## src/rtl/mod_counter_ud.sv

```systemverilog
// Up/down modulo counter for one time field (seconds, minutes, hours).
// Range is MIN_VAL..cur_max, where cur_max switches between MAX_VAL and
// ALT_MAX_VAL at runtime. Carry/borrow are registered one-cycle pulses so
// that the carry of one stage can drive the en input of the next stage.
// Optional button auto-repeat: define MODCNT_AUTOREPEAT_EN to build it in.
// Without it, up_hold, down_hold and rpt_tick are accepted but ignored.
module mod_counter_ud #(
  parameter int WIDTH       = 5,
  parameter int MIN_VAL     = 0,
  parameter int MAX_VAL     = 23,
  parameter int ALT_MAX_VAL = 11,
  parameter int RPT_DELAY   = 8,
  parameter int RPT_RATE    = 2
) (
  input  logic             clk,
  input  logic             reset,
  input  logic             en,
  input  logic             count_up,
  input  logic             count_down,
  input  logic             load,
  input  logic [WIDTH-1:0] load_val,
  input  logic             alt_mode,
  input  logic             up_hold,
  input  logic             down_hold,
  input  logic             rpt_tick,
  output logic [WIDTH-1:0] count,
  output logic             carry,
  output logic             borrow,
  output logic             at_max
);

  // One extra bit so that count+1 cannot wrap when MAX_VAL = 2**WIDTH-1
  localparam int W1 = WIDTH + 1;

  logic [W1-1:0]    cnt_x;
  logic [W1-1:0]    max_x;
  logic [W1-1:0]    min_x;
  logic [WIDTH-1:0] count_nx;
  logic             carry_nx;
  logic             borrow_nx;
  logic             rpt_up;
  logic             rpt_down;

  assign cnt_x  = {1'b0, count};
  assign max_x  = alt_mode ? W1'(ALT_MAX_VAL) : W1'(MAX_VAL);
  assign min_x  = W1'(MIN_VAL);
  assign at_max = (cnt_x == max_x);

  // Saturate a value into [lo, hi]
  function automatic logic [WIDTH-1:0] clamp_range(input logic [W1-1:0] v,
                                                   input logic [W1-1:0] lo,
                                                   input logic [W1-1:0] hi);
    logic [W1-1:0] r;
    if (v < lo)      r = lo;
    else if (v > hi) r = hi;
    else             r = v;
    return r[WIDTH-1:0];
  endfunction

`ifdef MODCNT_AUTOREPEAT_EN
  typedef enum logic [1:0] {IDLE, ARMED, REPEAT} rpt_state_t;

  localparam int TMAX = (RPT_DELAY > RPT_RATE) ? RPT_DELAY : RPT_RATE;
  localparam int TW   = $clog2(TMAX + 1);

  rpt_state_t    state;
  rpt_state_t    state_nx;
  logic [TW-1:0] tick_cnt;
  logic [TW-1:0] tick_nx;
  logic          dir_up;
  logic          dir_nx;
  logic          hold_ok;

  // Latched button still held alone; anything else aborts the repeat
  assign hold_ok = (dir_up ? up_hold : down_hold) && !(up_hold && down_hold);

  // Repeat FSM state, tick counter and latched direction
  always_ff @(posedge clk) begin
    if (reset) begin
      state    <= IDLE;
      tick_cnt <= '0;
      dir_up   <= 1'b0;
    end else begin
      state    <= state_nx;
      tick_cnt <= tick_nx;
      dir_up   <= dir_nx;
    end
  end

  // Repeat FSM next-state: arm on a single held button, count rpt_tick pulses
  always_comb begin
    state_nx = state;
    tick_nx  = tick_cnt;
    dir_nx   = dir_up;
    case (state)
      IDLE: begin
        if (up_hold ^ down_hold) begin
          dir_nx   = up_hold;
          tick_nx  = '0;
          state_nx = ARMED;
        end
      end
      ARMED: begin
        if (!hold_ok) begin
          state_nx = IDLE;
          tick_nx  = '0;
        end else if (rpt_tick) begin
          if (tick_cnt == TW'(RPT_DELAY - 1)) begin
            state_nx = REPEAT;
            tick_nx  = '0;
          end else begin
            tick_nx = tick_cnt + TW'(1);
          end
        end
      end
      REPEAT: begin
        if (!hold_ok) begin
          state_nx = IDLE;
          tick_nx  = '0;
        end else if (rpt_tick) begin
          if (tick_cnt == TW'(RPT_RATE - 1)) tick_nx = '0;
          else                               tick_nx = tick_cnt + TW'(1);
        end
      end
      default: begin
        state_nx = IDLE;
        tick_nx  = '0;
      end
    endcase
  end

  // Repeat FSM outputs: one step request on the tick that completes a period
  always_comb begin
    rpt_up   = 1'b0;
    rpt_down = 1'b0;
    if (hold_ok && rpt_tick) begin
      if ((state == ARMED  && tick_cnt == TW'(RPT_DELAY - 1)) ||
          (state == REPEAT && tick_cnt == TW'(RPT_RATE - 1))) begin
        rpt_up   = dir_up;
        rpt_down = !dir_up;
      end
    end
  end
`else
  logic unused_rpt;

  assign unused_rpt = ^{up_hold, down_hold, rpt_tick};
  assign rpt_up     = 1'b0;
  assign rpt_down   = 1'b0;
`endif

  // Next count and pulses: exactly one action per cycle, highest priority first
  always_comb begin
    count_nx  = count;
    carry_nx  = 1'b0;
    borrow_nx = 1'b0;
    if (load) begin
      count_nx = clamp_range({1'b0, load_val}, min_x, max_x);
    end else if (en || (!count_down && count_up) ||
                 (!count_down && !count_up && rpt_up)) begin
      if (cnt_x >= max_x) begin
        count_nx = min_x[WIDTH-1:0];
        carry_nx = 1'b1;
      end else begin
        count_nx = WIDTH'(cnt_x + W1'(1));
      end
    end else if (count_down || rpt_down) begin
      if (cnt_x <= min_x) begin
        count_nx  = max_x[WIDTH-1:0];
        borrow_nx = 1'b1;
      end else if (cnt_x > max_x) begin
        count_nx = max_x[WIDTH-1:0];
      end else begin
        count_nx = WIDTH'(cnt_x - W1'(1));
      end
    end else if (cnt_x > max_x) begin
      count_nx = max_x[WIDTH-1:0];
    end
  end

  // Count and pulse registers
  always_ff @(posedge clk) begin
    if (reset) begin
      count  <= WIDTH'(MIN_VAL);
      carry  <= 1'b0;
      borrow <= 1'b0;
    end else begin
      count  <= count_nx;
      carry  <= carry_nx;
      borrow <= borrow_nx;
    end
  end

endmodule

```

## config.mk

```make
export PLATFORM = sky130hd
export DESIGN_NAME = mod_counter_ud
export DESIGN_NICKNAME = d
export VERILOG_FILES = /design/src/rtl/mod_counter_ud.sv
export SDC_FILE = /design/constraint.sdc
export NUM_CORES = 1
export LEC_CHECK = 0
export CELL_PAD_IN_SITES_DETAIL_PLACEMENT = 1
export CELL_PAD_IN_SITES_GLOBAL_PLACEMENT = 1
export CORE_MARGIN = 2
export CORE_UTILIZATION = 36
export CTS_CLUSTER_SIZE = 8
export DETAILED_ROUTE_END_ITERATION = 10
export PLACE_DENSITY_LB_ADDON = 0.1
export SLEW_MARGIN = 20
export SYNTH_ARGS = -nofsm -noshare
export SYNTH_HDL_FRONTEND = slang
export SYNTH_SLANG_ARGS = --single-unit
```

## constraint.sdc

```tcl
create_clock -name clk -period 4 [get_ports clk]
set_input_delay 0.8 -clock clk [delete_from_list [all_inputs] [get_ports clk]]
set_output_delay 0.8 -clock clk [all_outputs]
set_load 0.02 [all_outputs]
```

# [Word level (Yosys, flattened, before mapping)]
# Index checks and enable logic that the tools add are counted.
[totals] in_bits=15 wordCells=31 register_bits=7 output_inout_bits=8
[op_classes] magnitude_cmp=5 reduce_logical=6 n_mux=12 add_sub_neg=2 n_eq_ne=1 bitwise=2
[op_table] operator="two-way mux 5 bit" n=10
[op_table] operator="> comparator 5 bit" n=2
[op_table] operator="adder 5 x 1 -> 5 bit (second input constant)" n=1
[op_table] operator="== test 5 bit" n=1
[op_table] operator=">= comparator 5 bit" n=1
[op_table] operator="<= comparator 5 x 1 -> 1 bit (second input constant)" n=1
[op_table] operator="< comparator 5 x 1 -> 1 bit (second input constant)" n=1
[op_table] operator="subtractor 5 x 1 -> 5 bit (second input constant)" n=1
[op_table] operator="nonzero test 4 bit" n=1
[op_table] operator="OR reduction 4 bit" n=1
[op_table] operator="OR reduction 3 bit" n=1
[op_table] operator="two-way mux 1 bit" n=2
[op_table] operator="inverter 1 bit" n=2
[op_table] operator="logical AND 1 bit" n=1
[op_table] operator="zero test 1 bit" n=1
[op_table] operator="logical OR 1 bit" n=1

# [Depth between registers and ports, before layout]
# Gate-level depths: netlist of the first run.
[logic_depth] word_depth=7 mapped_depth=8 ltp_nobuf=7

# [Worst setup path before layout of the first run]
# OpenSTA, ideal clock, no wires.
[synth_timing] kind="input to register" from="input alt_mode" to="register count[3]" t_arrival_ns=2.281 path_stages=6 required_ns=3.897 setup_slack_ns=1.616 path_cell_list="ha_1 -> or3_4 -> o22a_1 -> nor4_2 -> a311oi_1 -> a2111oi_2"
[synth_between] elab_chain_len=7
[synth_rtl] item="start, declared" line_no="22" text="input logic alt_mode,"
[synth_rtl] item="two-way mux 5 bit *" line_no="45" text="assign max_x = alt_mode ? W1'(ALT_MAX_VAL) : W1'(MAX_VAL);"
[synth_rtl] item="> comparator 5 bit" line_no="171, 176"
[synth_rtl] item="two-way mux 5 bit" line_no="171" text="end else if (cnt_x > max_x) begin"
[synth_rtl] item="two-way mux 5 bit" line_no="168" text="if (cnt_x <= min_x) begin"
[synth_rtl] item="two-way mux 5 bit" line_no="167" text="end else if (count_down || rpt_down) begin"
[synth_rtl] item="two-way mux 5 bit" line_no="159" text="end else if (en || (!count_down && count_up) ||"
[synth_rtl] item="two-way mux 5 bit" line_no="157" text="if (load) begin"
[synth_rtl] item="end signal, assigned" line_no="184" text="count <= WIDTH'(MIN_VAL);"
[synth_rtl] item="end signal, assigned" line_no="188" text="count <= count_nx;"
[synth_rtl] item="end, declared" line_no="26" text="output logic [WIDTH-1:0] count,"
# Every way passes the cells marked *; elsewhere a longest branch is shown, timed or not. The select of a mux whose other input is x is not followed.
# A chain may end at the register's enable or synchronous reset.

# [Final worst setup path of the first run]
[layout_timing] from="input alt_mode" to="output at_max"
[layout_between] elab_chain_len=2
[layout_rtl] item="two-way mux 5 bit" line_no="45"
[layout_rtl] item="== test 5 bit" line_no="47" text="assign at_max = (cnt_x == max_x);"
[layout_rtl] item="end, declared" line_no="29" text="output logic at_max"
# Every way passes these cells.

==> qor.yml, run 1 <==
status: "finished, final reports clean"
route.vias.total: 829
worstPathMaxFanout: 4
instances_no_fill: 140
area_growth_pct: 27.4
cap_violations: 0
top_layer: "met4"
routabilityCongestion: 0.859
final_common_cell: "clkdlybuf4s50_1"
grt_pass1_wl_um: 4170
fin_skew_ns: 0.00274
core_area_mm2: 0.00200
cts_sinks: 7
grt_antenna_before_repair: 0
worst_slew_pin_slew_ns: 0.723
irDropWorstVdd_mv: 0.119
io_pins: 23
grt_pass1_vias: 896
postRouteAntennaNets: 0
power_mw: 0.278
hold_buffers: 0
postCtsSetupBuffers: 0
dp_hpwl_um: 1950
avgSynthCellArea_um2: 8.38
antennaDiodeCount: 0
cp.arrival_ns: 2.61
p_leak_nw: 0.398
fp.dieW_um: 50.5
hold_violations: 0
clkTransAtPathRegs_ns: 0.05
worstSetupStartpointType: "input pin"
rows: 16
timing.setup.tns_ns: 0
initial_core_util_pct: 38.9
cp-end-kind: "output pin"
dr.pass1.iters: 4
fin_ws_ns: 0.592
port_buffers: 19
cts_tree: "built"
drt_wl_total_um: 2470
slew-limit-headroom_pct: 51.4
final.period_utilization_pct: 85.2
die_h_um: 50.5
synth_ff_type: "dfxtp_1"
htree_levels: 1
grt_max_degree: 13
postCtsResizedCells: 0
wl_met3_um: 92
synth_area_um2: 779
dp.cells: 136
grtUsageTotal_pct: 22.1
ys_seq_area_share_pct: 18.0
wl_met2_um: 1280
syn_nets: 116
met1_length_um: 1030
final_cell_mix: "clkdlybuf4s50_1, ha_1, dfxtp_1, nor2_1, nand3_1"
fin_util_pct: 49.6
syn_inst: 93
cts_buffers: 3
yosysWarnings: 0
nets: 137
worst_skew_pair.late_latency_ns: 0.25
slew_violations: 0
rsz0062_at_grt: "no"
fmax_mhz: 293
required_ns: 3.20
synth-edff-count: 0
route.detailed.drc: 0
drive_gt1_share_pct: 12.4
synth_cell_types: 47
postSynth.asyncResetShare_pct: 0
setup_viol: 0
drt_iter0_markers: 16
clockBufferDepth: 2
dieArea_mm2: 0.00255
finalCriticalPeriod_ns: 3.41
grt_overflow: 0
wl_per_cell_um: 17.7
path_class: "in2out"
hp-class: "reg2reg"
powerDensity_mw_per_mm2: 280
synth-seq-cells: 7
place_ws_ns: 0.560
cts_root_buf: "clkbuf_4"
viasPerCell: 5.92
[path summary, 6_finish.rpt]
check | slack [ns] | cells after the start | to | startpoint
min | 0.61 | 2 | count[1] | count[1]
max reg2reg | 1.80 | 6 | count[3] | count[2]
max | 0.59 | 6 | at_max | alt_mode
min reg2reg | 0.61 | 2 | count[1] | count[1]
[power breakdown]
group          leakage (nW)  internal, mW  switching (mW)  total, mW
Combinational         0.326        0.0597          0.0640      0.124
Sequential           0.0578        0.0759          0.0132     0.0891
Clock                0.0150        0.0381          0.0273     0.0654
[cells by family after synthesis]
kind of cell / Yosys count / synth area share [%]
xor gates and xnor gates: 4 / 4.50
and+or+nand+nor: 32 / 23.9
adders and majority gates: 8 / 12.8
AOI/OAI and AO/OA: 31 / 30.8
DFF: 7 / 18.0
buffers and inverters: 11 / 9.95
[metrics by stage]
step	cell area, um2	hold slack [ns]
3_5_place_dp	967	0.591
5_1_grt	993	0.678
6_report	993	0.614
2_1_floorplan	779	0.613
4_1_cts	993	0.609
3_3_place_gp	967	0.599
[layout make-up]
cell class	instances	area, um2
clock buffers	4	26.3
fillers	250	1010
inverters	5	18.8
multi-input cells	75	562
flip-flops and latches	7	140
well taps	27	33.8
repair buffers	22	213
[worst max-delay path, cell delays in order]
cell,delay [ns]
clkdlybuf4s50_1,0.48
inv_1,0.10
ha_1,0.32
nand4_1,0.16
inv_1,0.13
clkdlybuf4s50_1,0.62
[flip-flops by register name, indices dropped and copies added, names as in the netlist]
name	cells
carry	1
count	5
borrow	1
[synth_stat cells (2+ instances only)]
library cell | count | area, um2
nor4_1 | 2 | 12.5
xnor2_1 | 2 | 17.5
inv_1 | 5 | 18.8
nor2_1 | 6 | 22.5
xor2_1 | 2 | 17.5
dfxtp_1 | 7 | 140
a2111oi_0 | 2 | 17.5
buf_2 | 2 | 10.0
ha_1 | 8 | 100
o21ai_0 | 5 | 25.0
a211oi_1 | 2 | 15.0
clkbuf_8 | 2 | 27.5
a311oi_1 | 2 | 17.5
a21oi_1 | 4 | 20.0
nand3_1 | 6 | 30.0
and3_1 | 2 | 12.5
nand2_1 | 4 | 15.0
[layer usage]
layer  GRT usage (%)  up-vias
met2            41.4       21
li1                -      404
met4            11.3        0
met3            2.38        6
met5               0        -
met1            24.2      398
Note: power is estimated with default switching activity, not from simulation.
==> inputs of run 2 (changes only) <==
--- a/config.mk
+++ b/config.mk
@@ -5,10 +5,11 @@
 export SDC_FILE = /design/constraint.sdc
 export NUM_CORES = 1
 export LEC_CHECK = 0
+export ABC_AREA = 1
 export CELL_PAD_IN_SITES_DETAIL_PLACEMENT = 1
 export CELL_PAD_IN_SITES_GLOBAL_PLACEMENT = 1
 export CORE_MARGIN = 2
-export CORE_UTILIZATION = 36
+export CORE_UTILIZATION = 34
 export CTS_CLUSTER_SIZE = 8
 export DETAILED_ROUTE_END_ITERATION = 10
 export PLACE_DENSITY_LB_ADDON = 0.1
==> run 2 against run 1 <==
Compared with the run above: non-clock buffer count shrank 2; die area up 7.0%; largest power group unchanged; total power increased by 2.3%; sequential power fell by 1%; maximum frequency grew 0.32%; clock skew is 0.0014 ns lower; flip-flop and latch count unchanged.
==> qor.yml, run 2 <==
cp-end-kind: "output pin"  # unchanged
worst_path_most_repeated_cell: "clkdlybuf4s50_1"
fmax_mhz: 294  # was 293 MHz
yosysMostFrequentCell: "nand2_1"  # was ha_1
worstSetupStartpointType: "input pin"  # unchanged
syn_inst: 122  # was 93
cp_cell_sequence: "clkdlybuf4s50_1 -> buf_4 -> ha_1 -> nand4_1 -> inv_1 -> clkdlybuf4s50_1"  # was clkdlybuf4s50_1 -> inv_1 -> ha_1 -> nand4_1 -> inv_1 -> clkdlybuf4s50_1
cts_tree: "built"  # unchanged
drt_iter0_markers: 9  # was 16
clockBufferDepth: 2  # unchanged
postCtsResizedCells: 0  # unchanged
placed_area_mm2: 0.00102  # was 967 um2
path_class: "in2out"  # unchanged
fillers: 308  # was 250
grt_pass1_vias: 836  # was 896
path_delay_family: "buffers and inverters"  # unchanged
avgSynthCellArea_um2: 6.49  # was 8.38 um2
required_ns: 3.20  # about the same
fp.dieW_um: 52.3  # was 50.5 um
final_cell_mix: "nand2_1, clkdlybuf4s50_1, inv_1, nand3_1, a21oi_1"  # was clkdlybuf4s50_1, ha_1, dfxtp_1, nor2_1, nand3_1
synth_largest_area_cell: "dfxtp_1"  # unchanged
crit-reg2reg-launch: "count[3]"  # was count[2]
setup_viol: 0  # unchanged
reg_top3: "count x5, borrow x1, carry x1"  # unchanged
antennaDiodeCount: 0  # unchanged
crit_buf_inv: 4  # unchanged
crit_start: "alt_mode"  # unchanged
dr.pass1.iters: 4  # unchanged
drt_wl_total_um: 2200  # was 2470 um
regMostFlops: "count"  # unchanged
synth_area_um2: 792  # was 779 um2
dieArea_mm2: 0.00273  # was 0.00255 mm2
seq_area_um2: 140  # unchanged
rows: 17  # was 16
wl_per_cell_um: 12.7  # was 17.7 um
cts_root_buf: "clkbuf_4"  # unchanged
core_area_mm2: 0.00221  # was 0.00200 mm2
synth-edff-count: 0  # unchanged
grt_max_degree: 11  # was 13
slew_violations: 0  # unchanged
port_buffers: 19  # unchanged
worstHoldPathCells: 2  # unchanged
viasPerCell: 5.23  # was 5.92
powerDensity_mw_per_mm2: 272  # was 280 mW/mm2
worst_skew_pair.late_latency_ns: 0.24  # was 0.25 ns
largest_reg_flops: 5  # unchanged
timing.setup.tns_ns: 0  # unchanged
grt_overflow: 0  # unchanged
design_area_mm2: 0.00105  # was 993 um2
synth_cell_types: 28  # was 47
p_leak_nw: 0.502  # was 0.398 nW
synth_area_leaders: "dfxtp_1, nand2_1, ha_1"  # was dfxtp_1, ha_1, nand3_1
io_pins: 23  # unchanged
ys_seq_area_share_pct: 17.7  # was 18.0%
hp-class: "reg2reg"  # unchanged
area_growth_pct: 32.1  # was 27.4%
cts_sinks: 7  # unchanged
yosysTopAreaCellShare_pct: 17.7  # was 18.0%
final_common_cell: "nand2_1"  # was clkdlybuf4s50_1
synth_ff_type: "dfxtp_1"  # unchanged
clkTransAtPathRegs_ns: 0.05  # about the same
cp.arrival_ns: 2.60  # was 2.61 ns
route.vias.total: 905  # was 829
synth-seq-cells: 7  # unchanged
grtUsageTotal_pct: 18.1  # was 22.1%
slew-limit-headroom_pct: 69.6  # was 51.4%
syn_nets: 145  # was 116
postCtsSetupBuffers: 0  # unchanged
worst_slew_pin_slew_ns: 0.455  # was 0.723 ns
htree_levels: 1  # unchanged
die_h_um: 52.3  # was 50.5 um
cp.depth: 6  # unchanged
synth.top_cells.by_count: "nand2_1, inv_1, nand3_1"  # was ha_1, dfxtp_1, nand3_1, nor2_1
worstHoldStart: "count[1]"  # unchanged
status: "finished, final reports clean"  # unchanged
grt_pass1_wl_um: 3680  # was 4170 um
routabilityCongestion: 0.817  # was 0.859
initial_core_util_pct: 35.8  # was 38.9%
route.detailed.drc: 0  # unchanged
worstPathMaxFanout: 6  # was 4
yosysWarnings: 0  # unchanged
drive_gt1_share_pct: 13.1  # was 12.4%
dp_hpwl_um: 1850  # was 1950 um
finalCriticalPeriod_ns: 3.40  # was 3.41 ns
final.period_utilization_pct: 84.9  # was 85.2%
cap_violations: 0  # unchanged
irDropWorstVdd_mv: 0.148  # was 0.119 mV
hold_buffers: 0  # unchanged
place_ws_ns: 0.595  # was 0.560 ns
rsz0062_at_grt: "no"  # unchanged
cts_buffers: 3  # unchanged
r2r_cells: 12  # was 6
fin_ws_ns: 0.603  # was 0.592 ns
hold_violations: 0  # unchanged
fin_skew_ns: 0.00132  # was 0.00274 ns
critPathSlowestCell: "clkdlybuf4s50_1"  # unchanged
multi_input_area_um2: 572  # was 562 um2
nets: 169  # was 137
postRouteAntennaNets: 0  # unchanged
critPathMaxStageDelay_ns: 0.60  # was 0.62 ns
grt_antenna_before_repair: 0  # unchanged
postSynth.asyncResetShare_pct: 0  # unchanged
-- run 2: power breakdown --
group	internal [mW]	total [mW]	switching, mW
combinational	0.0563	0.134	0.0777
clock	0.0380	0.0626	0.0246
sequential	0.0759	0.0881	0.0122
-- run 2: metrics by stage --
| stage | hold WS, ns | instances | power [mW] | utilization [%] |
|---|---|---|---|---|
| 6_report | 0.609 | 173 | 0.285 | 47.3 |
| 5_1_grt | 0.665 | 173 | 0.308 | 47.3 |
| 4_1_cts | 0.617 | 173 | 0.290 | 47.3 |
| 3_5_place_dp | 0.607 | 169 | 0.225 | 46.1 |
| 3_3_place_gp | 0.596 | 169 | 0.221 | 46.1 |
| 2_1_floorplan | 0.631 | 122 | 0.175 | - |
-- run 2: cell families (layout without fill, tap and decap cells) --
group,Yosys count,in the layout,synth area share [%]
AND/OR/NAND/NOR,62,62,39.7
AO/OA/AOI/OAI,23,23,17.7
buffers and inverters,20,43,10.1
adder cells (fa/ha/maj),8,8,12.6
flip-flops,7,7,17.7
XOR/XNOR,2,2,2.21
-- run 2: final cells by class --
type	instances	share of cell area (%)
flip-flops and latches	7	13.4
inverters	19	7.18
well taps	28	3.35
repair buffers	20	18.9
multi-input cells	95	54.7
clock buffers	4	2.51
-- run 2: tightest hold or removal path: stages, from the launching register on --
cell and delay (ns):
dfxtp_1 0.36, o21ai_1 0.15, a21oi_1 0.04
-- run 2: per-layer routing --
layer / vias to the layer above / track usage, % / share of wire, %
met4: 0 / 6.41 / 0.55
li1: 459 / - / -
met2: 13 / 32.5 / 50
met1: 431 / 22.6 / 46
met3: 2 / 1.14 / 3.5
met5: - / 0 / 0
-- run 2: path summary, 6_finish.rpt --
kind / to / slack [ns]
min reg2reg: count[1] / 0.61
min: count[1] / 0.61
max: at_max / 0.60
max reg2reg: count[2] / 2.14
